**config.mk**
```make
export PLATFORM = sky130hd
export DESIGN_NAME = approx_mult_seq_ctrl_flat
export DESIGN_NICKNAME = d
export VERILOG_FILES = /design/src/rtl/approx_mult_seq_ctrl_pkg.sv /design/src/rtl/approx_mult_seq_ctrl_if.sv /design/src/rtl/approx_mult_seq_ctrl_norm_counter.sv /design/src/rtl/approx_mult_seq_ctrl.sv /design/src/flat_wrapper.sv
export SDC_FILE = /design/constraint.sdc
export NUM_CORES = 1
export LEC_CHECK = 0
export BUFFER_PORTS_ARGS = -buffer_cell sky130_fd_sc_hd__buf_2
export CORE_MARGIN = 5
export CORE_UTILIZATION = 23
export DETAILED_ROUTE_END_ITERATION = 16
export SLEW_MARGIN = 30
export SYNTH_ARGS = -nofsm -noshare
export SYNTH_HDL_FRONTEND = slang
export SYNTH_SLANG_ARGS = --single-unit
```
**constraint.sdc**
```tcl
create_clock -name clk -period 3.35 [get_ports clk]
set_clock_uncertainty 0.15 [all_clocks]
set_input_delay 0 -clock clk [delete_from_list [all_inputs] [get_ports clk]]
set_output_delay 0 -clock clk [all_outputs]
set_load 0.005 [all_outputs]
```
**src/rtl/approx_mult_seq_ctrl_pkg.sv**
```systemverilog
// Shared types, width helpers and the shift-back amount formula for the
// leading-one-truncation multiplier sequencer.
package approx_mult_pkg;

  typedef enum logic [2:0] {
    IDLE, ARM, RD1, RD2, NORM, SHIFT, WR, DONE
  } state_t;

  localparam int DEF_DATA_W  = 16;
  localparam int DEF_SEG_W   = 8;
  localparam int DEF_N_PAIRS = 8;

  function automatic int cnt_w(input int data_w);
    return $clog2(data_w);
  endfunction

  function automatic int amt_w(input int data_w);
    return $clog2(2 * data_w + 1);
  endfunction

  function automatic int idx_w(input int n_pairs);
    return (n_pairs > 1) ? $clog2(n_pairs) : 1;
  endfunction

  localparam int CNT_W = cnt_w(DEF_DATA_W);
  localparam int AMT_W = amt_w(DEF_DATA_W);
  localparam int IDX_W = idx_w(DEF_N_PAIRS);

  // Left shifts needed to undo normalisation; saturates at 0 when the
  // operands were shifted further than the segment truncation accounts for.
  function automatic int shift_back_amt(input int data_w, input int seg_w,
                                        input int c1, input int c2);
    int t;
    t = 2 * (data_w - seg_w) - c1 - c2;
    return (t < 0) ? 0 : t;
  endfunction

endpackage

```
**src/rtl/approx_mult_seq_ctrl_if.sv**
```systemverilog
// Control/status bundle between the sequencer and the multiplier datapath.
interface approx_mult_seq_ctrl_if
  import approx_mult_pkg::*;
#(
  parameter int ADDR_W = 8
);
  // start is a level request: the run begins only once it is released again;
  // start while busy is ignored, abort drops any active run back to IDLE.
  logic              start;
  logic              abort;
  logic              msb1;
  logic              msb2;
  logic [ADDR_W-1:0] ram_addr;
  logic              ld_op1;
  logic              ld_op2;
  logic              sh_op1;
  logic              sh_op2;
  logic              mul_en;
  logic              clr_res;
  logic              sh_res;
  logic              wr_ram;
  logic              busy;
  logic              done;
  state_t            dbg_state;

  modport master (
    input  start, abort, msb1, msb2,
    output ram_addr, ld_op1, ld_op2, sh_op1, sh_op2, mul_en, clr_res,
           sh_res, wr_ram, busy, done, dbg_state
  );

  modport slave (
    output start, abort, msb1, msb2,
    input  ram_addr, ld_op1, ld_op2, sh_op1, sh_op2, mul_en, clr_res,
           sh_res, wr_ram, busy, done, dbg_state
  );
endinterface

```
**src/rtl/approx_mult_seq_ctrl_norm_counter.sv**
```systemverilog
// Per-operand normalisation counter: shifts until the MSB is set or the
// operand has been shifted DATA_W-1 times (an all-zero operand).
module norm_counter
  import approx_mult_pkg::*;
#(
  parameter  int DATA_W = 16,
  localparam int CW     = cnt_w(DATA_W)
) (
  input  logic          clk,
  input  logic          rst,
  input  logic          i_clr,
  input  logic          i_en,
  input  logic          i_msb,
  output logic [CW-1:0] o_cnt,
  output logic          o_shift,
  output logic          o_finished,
  output logic          o_zero
);
  localparam logic [CW-1:0] C_MAX = CW'(DATA_W - 1);

  logic [CW-1:0] r_cnt;
  logic          w_at_max;

  assign w_at_max   = (r_cnt == C_MAX);
  assign o_shift    = i_en && !i_msb && !w_at_max;
  assign o_finished = i_msb || w_at_max;
  assign o_zero     = o_finished && !i_msb;
  assign o_cnt      = r_cnt;

  always_ff @(posedge clk) begin
    if (rst || i_clr) begin
      r_cnt <= '0;
    end else if (o_shift) begin
      r_cnt <= r_cnt + 1'b1;
    end
  end
endmodule

```
**src/rtl/approx_mult_seq_ctrl.sv**
```systemverilog
// Sequencer walking N_PAIRS operand pairs: read, normalise, segment multiply,
// shift back and write each approximate product.
module approx_mult_seq_ctrl
  import approx_mult_pkg::*;
#(
  parameter int                DATA_W   = DEF_DATA_W,
  parameter int                SEG_W    = DEF_SEG_W,
  parameter int                N_PAIRS  = DEF_N_PAIRS,
  parameter int                ADDR_W   = 8,
  parameter logic [ADDR_W-1:0] RES_BASE = 'h80
) (
  input logic                    clk,
  input logic                    rst,
  approx_mult_seq_ctrl_if.master bus
);
  localparam int CW = cnt_w(DATA_W);
  localparam int AW = amt_w(DATA_W);
  localparam int IW = idx_w(N_PAIRS);

  state_t        r_state, w_nxt;
  logic [IW-1:0] r_idx;
  logic [AW-1:0] r_amt, w_amt_calc;
  logic [CW-1:0] w_cnt1, w_cnt2;
  logic          w_sh1, w_sh2, w_fin1, w_fin2, w_zero1, w_zero2;
  logic          w_clr1, w_clr2, w_norm_en, w_amt_ld, w_idx_inc;

  norm_counter #(.DATA_W(DATA_W)) u_norm1 (
    .clk(clk), .rst(rst), .i_clr(w_clr1), .i_en(w_norm_en), .i_msb(bus.msb1),
    .o_cnt(w_cnt1), .o_shift(w_sh1), .o_finished(w_fin1), .o_zero(w_zero1)
  );

  norm_counter #(.DATA_W(DATA_W)) u_norm2 (
    .clk(clk), .rst(rst), .i_clr(w_clr2), .i_en(w_norm_en), .i_msb(bus.msb2),
    .o_cnt(w_cnt2), .o_shift(w_sh2), .o_finished(w_fin2), .o_zero(w_zero2)
  );

  assign w_amt_calc    = AW'(shift_back_amt(DATA_W, SEG_W, int'(w_cnt1), int'(w_cnt2)));
  assign bus.sh_op1    = w_sh1;
  assign bus.sh_op2    = w_sh2;
  assign bus.busy      = (r_state != IDLE);
  assign bus.dbg_state = r_state;

  always_comb begin
    w_nxt       = r_state;
    w_clr1      = 1'b0;
    w_clr2      = 1'b0;
    w_norm_en   = 1'b0;
    w_amt_ld    = 1'b0;
    w_idx_inc   = 1'b0;
    bus.ram_addr = '0;
    bus.ld_op1  = 1'b0;
    bus.ld_op2  = 1'b0;
    bus.mul_en  = 1'b0;
    bus.clr_res = 1'b0;
    bus.sh_res  = 1'b0;
    bus.wr_ram  = 1'b0;
    bus.done    = 1'b0;
    case (r_state)
      IDLE: if (bus.start) w_nxt = ARM;
      ARM:  if (!bus.start) w_nxt = RD1;
      RD1: begin
        bus.ram_addr = ADDR_W'({r_idx, 1'b0});
        bus.ld_op1   = 1'b1;
        w_clr1       = 1'b1;
        w_nxt        = RD2;
      end
      RD2: begin
        bus.ram_addr = ADDR_W'({r_idx, 1'b1});
        bus.ld_op2   = 1'b1;
        w_clr2       = 1'b1;
        w_nxt        = NORM;
      end
      NORM: begin
        w_norm_en = 1'b1;
        // Exit only once both operands are finished; no shift is issued then.
        if (w_fin1 && w_fin2) begin
          if (w_zero1 || w_zero2) begin
            bus.clr_res = 1'b1;
            w_nxt       = WR;
          end else begin
            bus.mul_en = 1'b1;
            w_amt_ld   = 1'b1;
            w_nxt      = (w_amt_calc == '0) ? WR : SHIFT;
          end
        end
      end
      SHIFT: begin
        bus.sh_res = 1'b1;
        if (r_amt <= AW'(1)) w_nxt = WR;
      end
      WR: begin
        bus.ram_addr = RES_BASE + ADDR_W'(r_idx);
        bus.wr_ram   = 1'b1;
        if (r_idx == IW'(N_PAIRS - 1)) begin
          w_nxt = DONE;
        end else begin
          w_idx_inc = 1'b1;
          w_nxt     = RD1;
        end
      end
      DONE: begin
        bus.done = 1'b1;
        w_nxt    = IDLE;
      end
      default: w_nxt = IDLE;
    endcase
    if (bus.abort && r_state != IDLE) w_nxt = IDLE;
  end

  always_ff @(posedge clk) begin
    if (rst) begin
      r_state <= IDLE;
      r_idx   <= '0;
      r_amt   <= '0;
    end else begin
      r_state <= w_nxt;
      if (r_state == IDLE) r_idx <= '0;
      else if (w_idx_inc)  r_idx <= r_idx + 1'b1;
      if (w_amt_ld) r_amt <= w_amt_calc;
      else if (r_state == SHIFT && r_amt != '0) r_amt <= r_amt - 1'b1;
    end
  end
endmodule

```
**src/flat_wrapper.sv**
```systemverilog
// flat-port wrapper written by rule: the top's interface ports become plain ports
module approx_mult_seq_ctrl_flat import approx_mult_pkg::*;
#(
  parameter int                DATA_W   = DEF_DATA_W,
  parameter int                SEG_W    = DEF_SEG_W,
  parameter int                N_PAIRS  = DEF_N_PAIRS,
  parameter int                ADDR_W   = 8,
  parameter logic [ADDR_W-1:0] RES_BASE = 'h80
)
  (clk, rst, bus_start, bus_abort, bus_msb1, bus_msb2, bus_ram_addr, bus_ld_op1, bus_ld_op2, bus_sh_op1, bus_sh_op2, bus_mul_en, bus_clr_res, bus_sh_res, bus_wr_ram, bus_busy, bus_done, bus_dbg_state);
  approx_mult_seq_ctrl_if #(.ADDR_W(ADDR_W)) bus_i ();
  input logic clk;
  input logic rst;
  input wire logic [$bits(bus_i.start)-1:0] bus_start;
  input wire logic [$bits(bus_i.abort)-1:0] bus_abort;
  input wire logic [$bits(bus_i.msb1)-1:0] bus_msb1;
  input wire logic [$bits(bus_i.msb2)-1:0] bus_msb2;
  output wire logic [$bits(bus_i.ram_addr)-1:0] bus_ram_addr;
  output wire logic [$bits(bus_i.ld_op1)-1:0] bus_ld_op1;
  output wire logic [$bits(bus_i.ld_op2)-1:0] bus_ld_op2;
  output wire logic [$bits(bus_i.sh_op1)-1:0] bus_sh_op1;
  output wire logic [$bits(bus_i.sh_op2)-1:0] bus_sh_op2;
  output wire logic [$bits(bus_i.mul_en)-1:0] bus_mul_en;
  output wire logic [$bits(bus_i.clr_res)-1:0] bus_clr_res;
  output wire logic [$bits(bus_i.sh_res)-1:0] bus_sh_res;
  output wire logic [$bits(bus_i.wr_ram)-1:0] bus_wr_ram;
  output wire logic [$bits(bus_i.busy)-1:0] bus_busy;
  output wire logic [$bits(bus_i.done)-1:0] bus_done;
  output wire logic [$bits(bus_i.dbg_state)-1:0] bus_dbg_state;
  assign bus_i.start = bus_start;
  assign bus_i.abort = bus_abort;
  assign bus_i.msb1 = bus_msb1;
  assign bus_i.msb2 = bus_msb2;
  assign bus_ram_addr = bus_i.ram_addr;
  assign bus_ld_op1 = bus_i.ld_op1;
  assign bus_ld_op2 = bus_i.ld_op2;
  assign bus_sh_op1 = bus_i.sh_op1;
  assign bus_sh_op2 = bus_i.sh_op2;
  assign bus_mul_en = bus_i.mul_en;
  assign bus_clr_res = bus_i.clr_res;
  assign bus_sh_res = bus_i.sh_res;
  assign bus_wr_ram = bus_i.wr_ram;
  assign bus_busy = bus_i.busy;
  assign bus_done = bus_i.done;
  assign bus_dbg_state = bus_i.dbg_state;
  approx_mult_seq_ctrl #(.DATA_W(DATA_W), .SEG_W(SEG_W), .N_PAIRS(N_PAIRS), .ADDR_W(ADDR_W), .RES_BASE(RES_BASE)) u_core (.clk(clk), .rst(rst), .bus(bus_i));
endmodule
```
[Word-level counts from Yosys, hierarchy flattened]
Index checks and enable logic that the tools add are counted.
Widths: inputs -> output; s select.
Storage, ports and cells
  bits in registers: 20
  bits of input ports: 6
  output and inout bits: 21
  logic and storage cells: 80
Cells by class
  add/subtract/negate cells: 7
  $lt $le $gt $ge: 2
  equal/unequal tests: 14
  multiplexer cells: 26
  reduce and logical (&&, ||, !) cells: 26
Operators with widths (number)
  $lt 32x1->1 const B: 1
  $pmux 3 s8: 1
  $pmux 8 s3: 1
  $mux 3: 6
  $mux 6: 3
  $eq 3x3->1 const B: 5
  $mux 1: 14
  $logic_and 1x1->1: 9
  $add 4x1->4 const B: 2
  $add 8x3->8 const A: 1
  $eq 4x4->1 const B: 2
  $sub 6x5->7: 1
  $eq 3x2->1 const B: 2
  $le 6x1->1 const B: 1
  $logic_not 6->1: 1
  $reduce_bool 6->1: 1
  $sub 5x4->6 const A: 1
  $sub 6x1->6 const B: 1
  $logic_or 1x1->1: 5
  $logic_not 1->1: 4
  $ne 2x1->1 const B: 2
  $ne 2x2->1 const B: 2
  $reduce_and 4->1: 1
  $reduce_or 2->1: 2
  other kinds (6): 6

[Depth between registers and ports, before layout]
  depth after elaboration: 9
  mapped depth: 9

[By module]
From an unflattened synthesis, not the netlist that was laid out.
Second synthesis, totals
  cells, all modules: 202
  area, all modules: 1625.3 um^2
By module, submodules not included
  approx_mult_seq_ctrl: times used 1, cells each 150, area each 1177.4 um^2
  norm_counter: times used 2, cells each 26, area each 224.0 um^2

[Worst setup path after synthesis]
Ideal clock, no wire load.
  path kind: register to register
  from: register u_core.u_norm1.r_cnt[0], in the netlist u_core.u_norm1.o_cnt[0]
  to: register u_core.r_state[0], in the netlist u_core.bus.dbg_state[0]
  library setup time: 0.120 ns
  arrival time: 2.065 ns
  required time: 3.080 ns
  slack: 1.016 ns
  stages on the path, launching flop included: 10
  buffers on the path: 0
  period minus slack after synthesis: 2.334 ns
  cells stage by stage: dfxtp_1 inv_1 ha_1 xnor2_1 ha_1 nor2b_1 o41ai_1 mux2_2 a311oi_1 o31a_1
On the way
  longest elaborated chain between the ends: 9
  elaborated cells on any way between the ends: 16
  those cells by class: add/sub: 2; order compare: 1; eq/ne: 2; mux: 5; reduce/logical: 6
RTL lines
  start: declaration: line approx_mult_seq_ctrl_norm_counter.sv:21  | logic [CW-1:0] r_cnt;
  start signal: assignment: line approx_mult_seq_ctrl_norm_counter.sv:34  | r_cnt <= r_cnt + 1'b1;
  $sub 5x4->6: line approx_mult_seq_ctrl_pkg.sv:34  | t = 2 * (data_w - seg_w) - c1 - c2;
  $sub 6x5->7: line approx_mult_seq_ctrl_pkg.sv:34
  $lt 32x1->1: line approx_mult_seq_ctrl_pkg.sv:35  | return (t < 0) ? 0 : t;
  $mux 6: line approx_mult_seq_ctrl_pkg.sv:35
  $logic_not 6->1: line approx_mult_seq_ctrl.sv:83  | w_nxt = (w_amt_calc == '0) ? WR : SHIFT;
  $mux 2: line approx_mult_seq_ctrl.sv:83
  $mux 3: line approx_mult_seq_ctrl.sv:77  | if (w_zero1 || w_zero2) begin
  $mux 3: line approx_mult_seq_ctrl.sv:76  | if (w_fin1 && w_fin2) begin
  $pmux 3 s8: line approx_mult_seq_ctrl.sv:58  | case (r_state)
  end signal: assignment: line approx_mult_seq_ctrl.sv:116  | r_state <= w_nxt;
  end: declaration: line approx_mult_seq_ctrl.sv:20  | state_t r_state, w_nxt;
Parallel ways exist; a longest one is shown, timed or not. The select of a mux whose other input is x is not followed.
A chain may end at the register's enable or synchronous reset.

[Final worst setup path]
Ends and elaborated chain as after synthesis.

==> metrics.md <==
| Metric | Value |
|---|---|
| Outcome | finished, final reports clean |
| Cts repair resizes | 0 |
| CP startpoint kind | flip-flop |
| Fraction of layout cells with a size suffix above 1 | around 17% |
| Netlist Area Pre-Place | 1525 µm² |
| Post-Route WL | 3.586 mm |
| Vias in the first global route | between 1,000 and 1,500 |
| Metal3 WL | about 170 µm |
| Hold Crit Class | input port to flip-flop |
| Leading cell type in the layout, fill and taps excluded | buf_2 |
| Fin nets | about 230 |
| Clock latency on the worst-skew pair | between 0.2 and 0.3 ns |
| Die area | ~8400 µm² |
| Post-Syn Instances | about 190 |
| Final ANT Viol Nets | 0 |
| Port Buffers | 23 |
| GPL Wtd Cong | between 0.8 and 0.9 |
| Final setup fails | 0 |
| Unrepaired setup endpoints after global routing | false |
| IO Count | 27 |
| Area grow syn2layout | 14.19% |
| Width of the die | 91.44 µm |
| Synth area leaders | dfxtp_1, ha_1, a21oi_1, nor2_1, nor3_1 |
| Metal2 WL | ~1.6 mm |
| Worst Setup EP | u_core.bus.dbg_state[0] |
| Pwr per Cell Area | roughly 330 nW/µm² |
| Worst hold margin | ~0.036 ns |
| Clock power frac | 34.1% |
| Synth warn | 0 |
| Hpwl dp | around 2.8 mm |
| Routed len/inst | around 12 µm |
| EDFF count, synth | 0 |
| MaxCap Viol Count | 0 |
| Synthesized area per cell | roughly 7.9 µm² |
| Leak pwr | about 0.71 nW |
| R2r setup slk | ~0.79 ns |
| Synth unique cells | 45 |
| NetSw | 0.1731 mW |
| Worst R2R Path Depth | 9 |
| Sw frac | 30.37% |
| Initial antenna violation count | 0 |
| Setup_tns | 0 ns |
| Largest net degree at the start of global routing | 17 |
| Crit path required time | 3.36 ns |
| Sequential Power Share | 46.8% |
| Critical path launch point | u_core.u_norm1.o_cnt[0] |
| Starting Density | about a quarter |
| CTS tree | yes |
| Final Max Slew Viols | 0 |
| Combinational power share | 19.1% |
| CTS HTree Levels | 1 |
| Vias post-DR | 1,359 |
| Initial DRC count | 73 |
| Internal power | just under 0.4 mW |
| #FFs+latches synth | 20 |
| Dpl ws | 0.8383 ns |
| Fill count | ~710 |
| Post-CTS setup buffer count | 0 |
| DR pass1 iterations | 4 |
| Top cell type's share of synthesized area | a little over a quarter |
| ANT cells | 0 |
| Leading area contributor after synthesis | dfxtp_1 |
| Crit. End Element | flip-flop |
| Post-cts hold buffer count | 2 |
| Min Clock Period, post-route | around 2.6 ns |
| Die H | 91.44 µm |
| RR Endpoint | u_core.bus.dbg_state[0] |
| Crit Path Max Fanout | 5 |
| Most frequent cells in the layout | buf_2, nor2_1, dfxtp_1 |
| Overall Power | around 0.57 mW |
| GRT overflow | 0 |
| Peak supply drop | around 160 µV |
| Final core utilization | 27.27% |
| Worst slew margin | between 60% and 70% |
| Bufs on Longest Clock Path | 2 |
| Worst-margin pin slew | ~0.55 ns |
| WL met1 | 1.800 mm |
| Worst Slack Setup Final | 0.7878 ns |
| Drc violations | 0 |
| Peak Freq | slightly below 0.4 GHz |
| Async set-reset flop share out of synthesis | 0% |
| Period utilization | between 70 and 80% |
| First-pass GRT wire length | around 6.3 mm |
| WS Path Type | flip-flop to flip-flop |
| Max Used Layer | met4 |
| Total core area | 6386 µm² |
| Root Driver | clkbuf_8 |
| Main synth FF type | dfxtp_1 |
| R2r startpoint | u_core.u_norm1.o_cnt[0] |
| Sequential fraction of the synthesis area | a little over a quarter |
| GR Util All Layers | approximately 8.9% |
| Reg clk slew, reported paths | roughly 0.080 ns |
| Post-DR vias/cell | 4.702 |
| Sink Count | 20 |
| Arrival time at the worst endpoint | 2.57 ns |
| Row cnt | 29 |
| Hold Vio Cnt, Final | 0 |
| Clock buffer count from CTS | 3 |
cell families (layout without fill, tap and decap cells):
logic type | after synthesis | count (layout) | synth area share (%)
compound gates | 43 | 43 | 18.71
xor+xnor | 11 | 11 | 6.317
flops | 20 | 20 | 26.25
buf+inv | 25 | 43 | 8.532
simple gates | 73 | 73 | 24.69
mux | 6 | 6 | 4.102
fa+ha+maj | 13 | 13 | 11.16
other cells | 1 | 3 | 0.2459
sequential cells by signal (all words and copies together), names as in the netlist:
name	cells
u_core.r_amt	6
u_core.u_norm2.o_cnt	4
u_core.u_norm1.o_cnt	4
u_core.r_idx	3
u_core.bus.dbg_state	3
per-layer routing:
metal,vias to the layer above,global-route usage (%)
li1,708,-
met1,625,11.69
met2,22,14.32
met3,4,1.901
met4,0,2.812
met5,-,0
cell type report:
class | instances | area (µm²) | area share (%)
clock buffer | 4 | 55.05 | 3.161
inverter | 14 | 52.55 | 3.017
multi-input combinational | 149 | 1002 | 57.54
sequential | 20 | 400.4 | 22.99
tap | 77 | 96.34 | 5.532
timing repair buffer | 25 | 135.1 | 7.759
synthesized netlist by cell type (all sizes together), types with 2 or more instances:
cell type and instances:
dfxtp 20, a31oi 3, nand3 5, nand4 3, nand2b 3, xor2 3, a21oi 18, ha 12
a21o 4, and2 2, or2 2, buf 9, inv 14, a2bb2oi 2, clkbuf 2, mux2i 4
nand3b 3, nor2 20, nor3 14, mux2 2, nor3b 2, o21ai 5, nand2 14, xnor2 8
power by group through the flow:
stage	clock network, mW	registers (mW)	logic, mW
global placement	0	0.272	0.106
global route	0.211	0.270	0.124
finish	0.194	0.267	0.109
CTS	0.202	0.267	0.109
floorplan	0	0.258	0.0906
detailed placement	0	0.272	0.107
worst min path at each step:
stage                     startpoint                       to  slack [ns]  cells past startpoint
after floorplan             bus_msb2              bus_clr_res       0.009                      2
after global placement     bus_abort  u_core.bus.dbg_state[2]        0.18                      3
after detailed placement   bus_abort  u_core.bus.dbg_state[2]        0.20                      3
after CTS                  bus_start  u_core.bus.dbg_state[1]        0.03                      4
after global routing       bus_start  u_core.bus.dbg_state[1]        0.07                      4
final                      bus_start  u_core.bus.dbg_state[1]        0.04                      4
worst max-delay path, stage by stage, from the launching register on:
cell	delay, ns
dfxtp_1	0.41
inv_1	0.09
ha_1	0.22
xnor2_1	0.13
ha_1	0.33
nor2b_1	0.16
o21ai_0	0.37
a21o_1	0.21
a311oi_1	0.10
o31a_1	0.28
stage by stage:
| step | cells | instance area, µm² |
|---|---|---|
| 2_1_floorplan | 194 | 1533 |
| 3_3_place_gp | 283 | 1667 |
| 3_5_place_dp | 283 | 1667 |
| 4_1_cts | 289 | 1742 |
| 5_1_grt | 289 | 1742 |
| 6_report | 289 | 1742 |
(Power assumes the default switching activity.)
